==> src/rtl/registrador_pkg.sv <==
`default_nettype none
// ============================================================================
//  Module      : registrador_pkg
//  Description : Shared encodings for the parametrised scrolling shift
//                register: shift modes and sequencer states.
//  Revision    : 1.0 - initial release
// ============================================================================
package registrador_pkg;

  // Shift mode encodings, as seen on the modo port
  typedef enum logic [1:0] {
    MODO_ESQ    = 2'b00,  // shift towards MSB, d_serial enters at bit 0
    MODO_DIR    = 2'b01,  // shift towards LSB, d_serial enters at MSB
    MODO_ROT    = 2'b10,  // rotate towards MSB, MSB wraps to bit 0
    MODO_PARADO = 2'b11   // hold contents (step still counted)
  } modo_t;

  // Automatic scroll sequencer states
  typedef enum logic [1:0] {
    OCIOSO     = 2'b00,
    DESLOCANDO = 2'b01,
    FIM        = 2'b10
  } estado_t;

endpackage : registrador_pkg
`default_nettype wire

==> src/rtl/flipflop_registrador_param.sv <==
`default_nettype none
// ============================================================================
//  Module      : flipflop_registrador_param
//  Description : One bit cell of the shift register. Holds a single bit and
//                selects between hold, parallel load and a shift from the
//                lower or upper neighbour according to the mode.
//  Ports       : clk, reset     - clock / synchronous active-high reset
//                d_carga        - parallel load bit
//                viz_menor      - neighbour at index i-1 (or end-cell input)
//                viz_maior      - neighbour at index i+1 (or end-cell input)
//                modo           - shift mode
//                en_carga       - parallel load enable (wins over shift)
//                en_desloc      - shift step enable
//                q              - stored bit
//  Revision    : 1.0 - initial release
// ============================================================================
module flipflop_registrador_param
  import registrador_pkg::*;
(
  input  logic  clk,
  input  logic  reset,
  input  logic  d_carga,
  input  logic  viz_menor,
  input  logic  viz_maior,
  input  modo_t modo,
  input  logic  en_carga,
  input  logic  en_desloc,
  output logic  q
);

  logic bit_q;
  logic bit_d;

  always_comb begin
    bit_d = bit_q;
    if (en_carga) begin
      bit_d = d_carga;
    end else if (en_desloc) begin
      unique case (modo)
        MODO_ESQ,
        MODO_ROT:    bit_d = viz_menor;
        MODO_DIR:    bit_d = viz_maior;
        MODO_PARADO: bit_d = bit_q;
        default:     bit_d = bit_q;
      endcase
    end
  end

  always_ff @(posedge clk) begin
    if (reset) begin
      bit_q <= 1'b0;
    end else begin
      bit_q <= bit_d;
    end
  end

  assign q = bit_q;

endmodule : flipflop_registrador_param
`default_nettype wire

==> src/rtl/registrador_desloc_param.sv <==
`default_nettype none
// ============================================================================
//  Module      : registrador_desloc_param
//  Description : Parametrised shift register with parallel load, selectable
//                direction / rotation / hold and an automatic scroll
//                sequencer that performs NUM_DESLOC tick-paced steps after
//                iniciar and then pulses fim for one cycle.
//  Ports       : clk, reset     - clock / synchronous active-high reset
//                bits           - parallel load value
//                carregar       - parallel load strobe (aborts a sequence)
//                modo           - 00 ESQ, 01 DIR, 10 ROT, 11 PARADO
//                d_serial       - serial input bit
//                iniciar        - start automatic sequence
//                tick           - shift-enable pulse
//                saidas         - register contents
//                saida_serial   - outgoing end bit for the active direction
//                ocupado        - sequence in progress
//                fim            - one-cycle completion pulse
//  Revision    : 1.0 - initial release
// ============================================================================
module registrador_desloc_param
  import registrador_pkg::*;
#(
  parameter int LARGURA    = 7,
  parameter int NUM_DESLOC = 7
) (
  input  logic               clk,
  input  logic               reset,
  input  logic [LARGURA-1:0] bits,
  input  logic               carregar,
  input  logic [1:0]         modo,
  input  logic               d_serial,
  input  logic               iniciar,
  input  logic               tick,
  output logic [LARGURA-1:0] saidas,
  output logic               saida_serial,
  output logic               ocupado,
  output logic               fim
);

  localparam int                CONT_W   = $clog2(NUM_DESLOC + 1);
  localparam logic [CONT_W-1:0] C_ULTIMO = CONT_W'(NUM_DESLOC - 1);

  modo_t              modo_s;
  estado_t            estado_q;
  estado_t            estado_d;
  logic [CONT_W-1:0]  cont_q;
  logic [CONT_W-1:0]  cont_d;
  logic               en_desloc;
  logic [LARGURA-1:0] reg_q;
  logic [LARGURA-1:0] viz_menor;
  logic [LARGURA-1:0] viz_maior;
  logic               entrada_lsb;

  assign modo_s = modo_t'(modo);

  // ---------------------------------------------------------------------------
  // Sequencer: next state and step counter
  // ---------------------------------------------------------------------------
  always_comb begin
    estado_d  = estado_q;
    cont_d    = cont_q;
    en_desloc = 1'b0;
    if (carregar) begin
      // A load always aborts a running sequence without a fim pulse
      estado_d = OCIOSO;
      cont_d   = '0;
    end else begin
      unique case (estado_q)
        OCIOSO: begin
          if (iniciar) begin
            estado_d = DESLOCANDO;
            cont_d   = '0;
          end
        end
        DESLOCANDO: begin
          if (tick) begin
            en_desloc = 1'b1;
            cont_d    = cont_q + CONT_W'(1);
            if (cont_q == C_ULTIMO) begin
              estado_d = FIM;
            end
          end
        end
        FIM: begin
          estado_d = OCIOSO;
        end
        default: begin
          estado_d = OCIOSO;
          cont_d   = '0;
        end
      endcase
    end
  end

  always_ff @(posedge clk) begin
    if (reset) begin
      estado_q <= OCIOSO;
      cont_q   <= '0;
    end else begin
      estado_q <= estado_d;
      cont_q   <= cont_d;
    end
  end

  // ---------------------------------------------------------------------------
  // Neighbour routing. Only the end cells see something other than an adjacent
  // bit: bit 0 takes d_serial (ESQ) or the wrapped MSB (ROT), and the MSB takes
  // d_serial when shifting right.
  // ---------------------------------------------------------------------------
  assign entrada_lsb = (modo_s == MODO_ROT) ? reg_q[LARGURA-1] : d_serial;
  assign viz_menor   = {reg_q[LARGURA-2:0], entrada_lsb};
  assign viz_maior   = {d_serial, reg_q[LARGURA-1:1]};

  for (genvar i = 0; i < LARGURA; i++) begin : g_celulas
    flipflop_registrador_param u_celula (
      .clk       (clk),
      .reset     (reset),
      .d_carga   (bits[i]),
      .viz_menor (viz_menor[i]),
      .viz_maior (viz_maior[i]),
      .modo      (modo_s),
      .en_carga  (carregar),
      .en_desloc (en_desloc),
      .q         (reg_q[i])
    );
  end

  // ---------------------------------------------------------------------------
  // Outputs
  // ---------------------------------------------------------------------------
  assign saidas       = reg_q;
  assign saida_serial = (modo_s == MODO_DIR) ? reg_q[0] : reg_q[LARGURA-1];
  assign ocupado      = (estado_q == DESLOCANDO);
  assign fim          = (estado_q == FIM);

endmodule : registrador_desloc_param
`default_nettype wire
==> config.mk <==
export PLATFORM = sky130hd
export DESIGN_NAME = registrador_desloc_param
export DESIGN_NICKNAME = d
export VERILOG_FILES = /design/src/rtl/registrador_pkg.sv /design/src/rtl/flipflop_registrador_param.sv /design/src/rtl/registrador_desloc_param.sv
export SDC_FILE = /design/constraint.sdc
export NUM_CORES = 1
export LEC_CHECK = 0
export ABC_AREA = 0
export BUFFER_PORTS_ARGS = -buffer_cell sky130_fd_sc_hd__buf_2
export CAP_MARGIN = 20
export CORE_ASPECT_RATIO = 0.9
export CORE_UTILIZATION = 44
export CTS_CLUSTER_DIAMETER = 80
export DETAILED_ROUTE_END_ITERATION = 10
export PLACE_DENSITY = 0.73
export SYNTH_ARGS = -nofsm -noshare
export SYNTH_HDL_FRONTEND = slang
export SYNTH_HIERARCHICAL = 1
export SYNTH_SLANG_ARGS = --single-unit
==> constraint.sdc <==
create_clock -name clk -period 1.8 [get_ports clk]
set_input_delay 0.09 -clock clk [delete_from_list [all_inputs] [get_ports clk]]
set_output_delay 0.09 -clock clk [all_outputs]
set_load 0.02 [all_outputs]
* Yosys cells after proc, flatten, opt, wreduce, memory -nomap -nowiden *
Cells that the tools add are included.

word-level totals
  register bits after elaboration = 12
  input port bits = 15
  output and inout bits = 10
  logic and storage cells = 62

cells by class
  eq/ne operators = 10
  add/sub/neg operators = 1
  bitwise operators = 1
  multiplexer cells = 33
  reductions and logical operators = 8

operators by type and width
  kind                                                             number
  1-bit 2-to-1 mux                                                 19
  1-bit one-hot mux with 2 select lines                            7
  3-bit one-hot mux with 3 select lines                            1
  2-bit == test, second input constant                             3
  2-bit 2-to-1 mux                                                 3
  3-bit 2-to-1 mux                                                 2
  2-bit != test, second input constant                             3
  3-bit AND reduction                                              2
  2-bit by 1-bit == test with 1-bit output, second input constant  2
  2-bit logical NOT                                                2
  2-bit one-hot mux with 2 select lines                            1
  2-bit OR reduction                                               2
  3-bit by 1-bit adder with 3-bit output, second input constant    1
  3-bit == test, second input constant                             1
  2-bit by 1-bit != test with 1-bit output, second input constant  1
  2-bit AND reduction                                              1
  2-bit nonzero test                                               1
  1-bit NOT                                                        1

* Logic depth before layout (Yosys ltp) *
  depth in word-level cells = 5
  gate-level depth with buffers = 7
  mapped depth without buffers = 6

* Cells and area by module *
Netlist, hierarchy kept.

modules (own cells, without submodules)
  module                      instances  cells each  seq. area each (sq um)  area an instance (sq um)
  flipflop_registrador_param  7          7           20.0                    66.3
  registrador_desloc_param    1          37          100.1                   311.5

* Least setup slack after synthesis *
OpenSTA, ideal clock, no wires.

  path type = register -> register
  start point = reg estado_q[0]
  end point = reg g_celulas[0].u_celula.bit_q
  setup time = 129 ps
  setup slack = -117 ps
  data required time = 1671 ps
  stages on the path, launching flop included = 8
  buffers on the path = 1
  data arrival time = 1788 ps
  period minus slack after synthesis = 1917 ps
  path through = dfxtp_1 -> nor2b_2 -> buf_4 -> nand2_1 -> nor2_1 -> a21bo_1 -> a21oi_1 -> a311oi_1

on the way
  longest elaborated chain between the ends = 5

RTL lines
  element                                   RTL line                          RTL
  start, declared                           registrador_desloc_param.sv:45    estado_t estado_q;
  start signal, assigned                    registrador_desloc_param.sv:101   estado_q <= estado_d;
  2-bit by 1-bit == test with 1-bit output  n/a
  net ocupado                               registrador_desloc_param.sv:37    output logic ocupado,
  1-bit 2-to-1 mux                          registrador_desloc_param.sv:69    unique case (estado_q)
  1-bit 2-to-1 mux                          registrador_desloc_param.sv:64    if (carregar) begin
  net en_desloc                             registrador_desloc_param.sv:49    logic en_desloc;
  2-bit nonzero test (no source line)       n/a
  2-bit AND reduction (no source line)      n/a
  end signal, assigned                      flipflop_registrador_param.sv:53  bit_q <= bit_d;
  end, declared                             flipflop_registrador_param.sv:31  logic bit_q;

The timed path passes the listed nets, and every way through them passes these cells.
A chain may end at the register's enable or synchronous reset.

* Worst setup path after layout *
  start point = reg estado_q[0]
  end point = reg g_celulas[5].u_celula.bit_q

on the way
  longest elaborated chain between the ends = 5

RTL lines
  element                                   RTL line
  2-bit by 1-bit == test with 1-bit output  registrador_desloc_param.sv:69
  1-bit 2-to-1 mux                          registrador_desloc_param.sv:69
  1-bit 2-to-1 mux                          registrador_desloc_param.sv:64
  net en_desloc                             registrador_desloc_param.sv:49
  2-bit nonzero test (no source line)       n/a
  2-bit AND reduction (no source line)      n/a
  end signal, assigned                      flipflop_registrador_param.sv:53
  end, declared                             flipflop_registrador_param.sv:31

The timed path passes the listed nets, and every way through them passes these cells.

==> flow_metrics.env <==
export IMPL_setup_viol=0
export IMPL_yosys_area_share_xor_xnor_pct=0
export IMPL_total_power_w=0.000624
export IMPL_route_vias_total=760
export IMPL_grt_pass1_wl_um=2790
export IMPL_worst_r2r_path_depth=7
export IMPL_drc_errors=0
export IMPL_clock_sinks=12
export IMPL_synth_edff_count=0
export IMPL_die_area_um2=1940
export IMPL_critPathMaxFanout=21
export IMPL_antenna_found_initial=0
export IMPL_final_cell_mix="24 x buf_2, 12 x dfxtp_1, 9 x nor2b_1, 9 x a21oi_1, 9 x a311oi_1"
export IMPL_synth_compound_area_share_pct=28.4
export IMPL_hold_path_class="in -> reg"
export IMPL_maxSlewViolCount=0
export IMPL_syn_inst=86
export IMPL_ys_warnings_count=6
export IMPL_htreeDepth=1
export IMPL_place_gp_congestion=0.745
export IMPL_hpwl_um=1180
export IMPL_final_design_area_no_fill_um2=967
export IMPL_synth_top_area_share_pct=31.0
export IMPL_seqPwrFrac_pct=46.8
export IMPL_synthAdderAreaFrac_pct=3.23
export IMPL_powerDensity_nw_per_um2=645
export IMPL_syn_to_final_growth_pct=24.7
export IMPL_final_common_cell="buf_2"
export IMPL_routed_wl_um=1650
export IMPL_synth_top_cell_by_area="dfxtp_1"
export IMPL_top_usage_layer="met2"
export IMPL_path_clk_slew_ps=80
export IMPL_row_count=14
export IMPL_finalCritPeriodShare_pct=82.4
export IMPL_layoutNonFillerInstCount=138
export IMPL_synthMuxAreaShare_pct=4.19
export IMPL_synthesis_area_um2=776
export IMPL_clk_latency_ps=270
export IMPL_reg2reg_slack_ps=320
export IMPL_cp_end_kind="flop"
export IMPL_placed_cell_area_um2=931
export IMPL_fin_crit_ps=1480
export IMPL_maxCapViolCount=0
export IMPL_worstMarginPinSlew_ps=331
export IMPL_grt_use_total_pct=20.1
export IMPL_first_pass_iters=4
export IMPL_antenna_cells=0
export IMPL_fin_setup_tns_ps=0
export IMPL_avgViaCountPerCell=5.51
export IMPL_seq_area_frac_synth_pct=31.0
export IMPL_async_flop_share_pct=0
export IMPL_use_met1_pct=28.0
export IMPL_synth_area_leaders="dfxtp_1 31%, a311oi_1 10%, a21bo_1 9.0%"
export IMPL_worst_ep_required_time_ps=1960
export IMPL_cts_tree="built"
export IMPL_hold_viol=0
export IMPL_detail_route_wl_per_cell_um=11.9
export IMPL_endpoint="g_celulas[5].u_celula/q"
export IMPL_peakVddDrop_uv=317
export IMPL_core_area_um2=1660
export IMPL_syn_area_per_cell_um2=9.02
export IMPL_p_sw_w=0.000172
export IMPL_pin_count=25
export IMPL_max_freq_mhz=674
export IMPL_crit_arrival_ps=1640
export IMPL_clock_path_buffers=2
export IMPL_cts_hold_buf=0
export IMPL_p_leak_nw=0.372
export IMPL_ys_flop_type="dfxtp_1"
export IMPL_synth_top_family_by_area="simple AND/OR/NAND/NOR gates"
export IMPL_ys_types=25
export IMPL_swShare_pct=27.6
export IMPL_dp_cells=134
export IMPL_fp_dieW_um=46.3
export IMPL_rsz0062_at_grt="false"
export IMPL_met2_usage_pct=28.7
export IMPL_die_h_um=41.8
export IMPL_cts_setup_buffers=0
export IMPL_timing_rr_start="estado_q[0]"
export IMPL_cts_resized=0
export IMPL_grt_max_degree=24
export IMPL_skew_ps=3.87
export IMPL_layout_nets=132
export IMPL_clockPowerShare_pct=34.6
export IMPL_synth_nets=103
export IMPL_status="finished clean"
export IMPL_slew_headroom_pct=77.9
export IMPL_met3_usage_pct=5.22
export IMPL_ant_nets=0
export IMPL_synth_seq_cells=12
export IMPL_drt_iter0_drc=13
export IMPL_yosys_area_share_simple_pct=30.2
export IMPL_internal_power_w=0.000452
export IMPL_overflow=0
export IMPL_port_buffers=24
export IMPL_start_kind="flop"
export IMPL_cp_startpoint="estado_q[0]"
export IMPL_clockRootBuffer="clkbuf_4"
export IMPL_grt_pass1_vias=612
export IMPL_numCtsBuffers=3
export IMPL_critPathKind="reg -> reg"
export IMPL_r2r_end="g_celulas[5].u_celula/q"
export IMPL_comb_power_share_pct=18.6
export IMPL_drive_above_1_share_pct=30.7
export IMPL_start_util_pct=46.6
==> through the flow <==
| stage | util, % | hold slack, ps | setup WS [ps] |
|---|---|---|---|
| after detailed placement | 55.9 | 382 | 308 |
| after CTS | 58.1 | 82.8 | 308 |
| after global placement | 55.9 | 381 | 375 |
| final | 58.1 | 90.8 | 317 |
| after global routing | 58.1 | 80.4 | 192 |
| after floorplan | - | 162 | 105 |
==> sequential cells by signal (all words and copies together) (netlist names) <==
name / count
g_celulas.u_celula/q: 7
cont_q: 3
estado_q: 2
==> cell usage after synthesis (all sizes together) (2+ instances only) <==
cell type,instances
inv,3
nor2b,10
a21oi,9
o211ai,2
mux2,2
dfxtp,12
ha,2
a21bo,7
buf,2
nand2,4
a311oi,9
nand3b,7
nand4b,7
==> critical path, cell delays in order, from the launching register on <==
cell and delay, ps:
dfxtp_1 380, nor2b_2 170, nand2_1 70, nor2_2 70, buf_4 220, a21bo_1 230
a21oi_1 150, a311oi_1 90
==> final cells by class <==
type	count	area, µm²
clock buffers	4	36.3
fillers	170	697
inverters	3	11.3
multi-input cells	69	514
flip-flops and latches	12	240
well taps	24	30.0
repair buffers	26	135
==> cell families after synthesis <==
kind of cell	Yosys count
AOI/OAI and AO/OA	29
adders and majority gates	2
buffers and inverters	5
DFF	12
muxes	3
and+or+nand+nor	35
==> power groups by stage <==
| stage | combinational (W) | sequential [W] | clock, W |
|---|---|---|---|
| after floorplan | 0.0000526 | 0.000309 | 0 |
| after global placement | 0.000114 | 0.000297 | 0 |
| after detailed placement | 0.000116 | 0.000298 | 0 |
| after CTS | 0.000117 | 0.000292 | 0.000225 |
| after global routing | 0.000127 | 0.000294 | 0.000242 |
| final | 0.000116 | 0.000292 | 0.000216 |
==> how the worst min path moves through the flow <==
stage | end | start | slack, ps | cells after the start
final | g_celulas[6].u_celula/q | reset | 90 | 2
after floorplan | g_celulas[0].u_celula/q | reset | 160 | 1
after global placement | g_celulas[5].u_celula/q | reset | 380 | 2
after CTS | g_celulas[2].u_celula/q | reset | 80 | 2
after global routing | g_celulas[5].u_celula/q | reset | 80 | 2
after detailed placement | g_celulas[2].u_celula/q | reset | 380 | 2
==> per-layer routing <==
| metal | routed length (µm) | share of wire, % |
|---|---|---|
| met2 | 737 | 45 |
| met5 | 0 | 0 |
| met1 | 837 | 51 |
| met4 | 13 | 0.79 |
| met3 | 60 | 3.6 |
(Power assumes the default switching activity.)
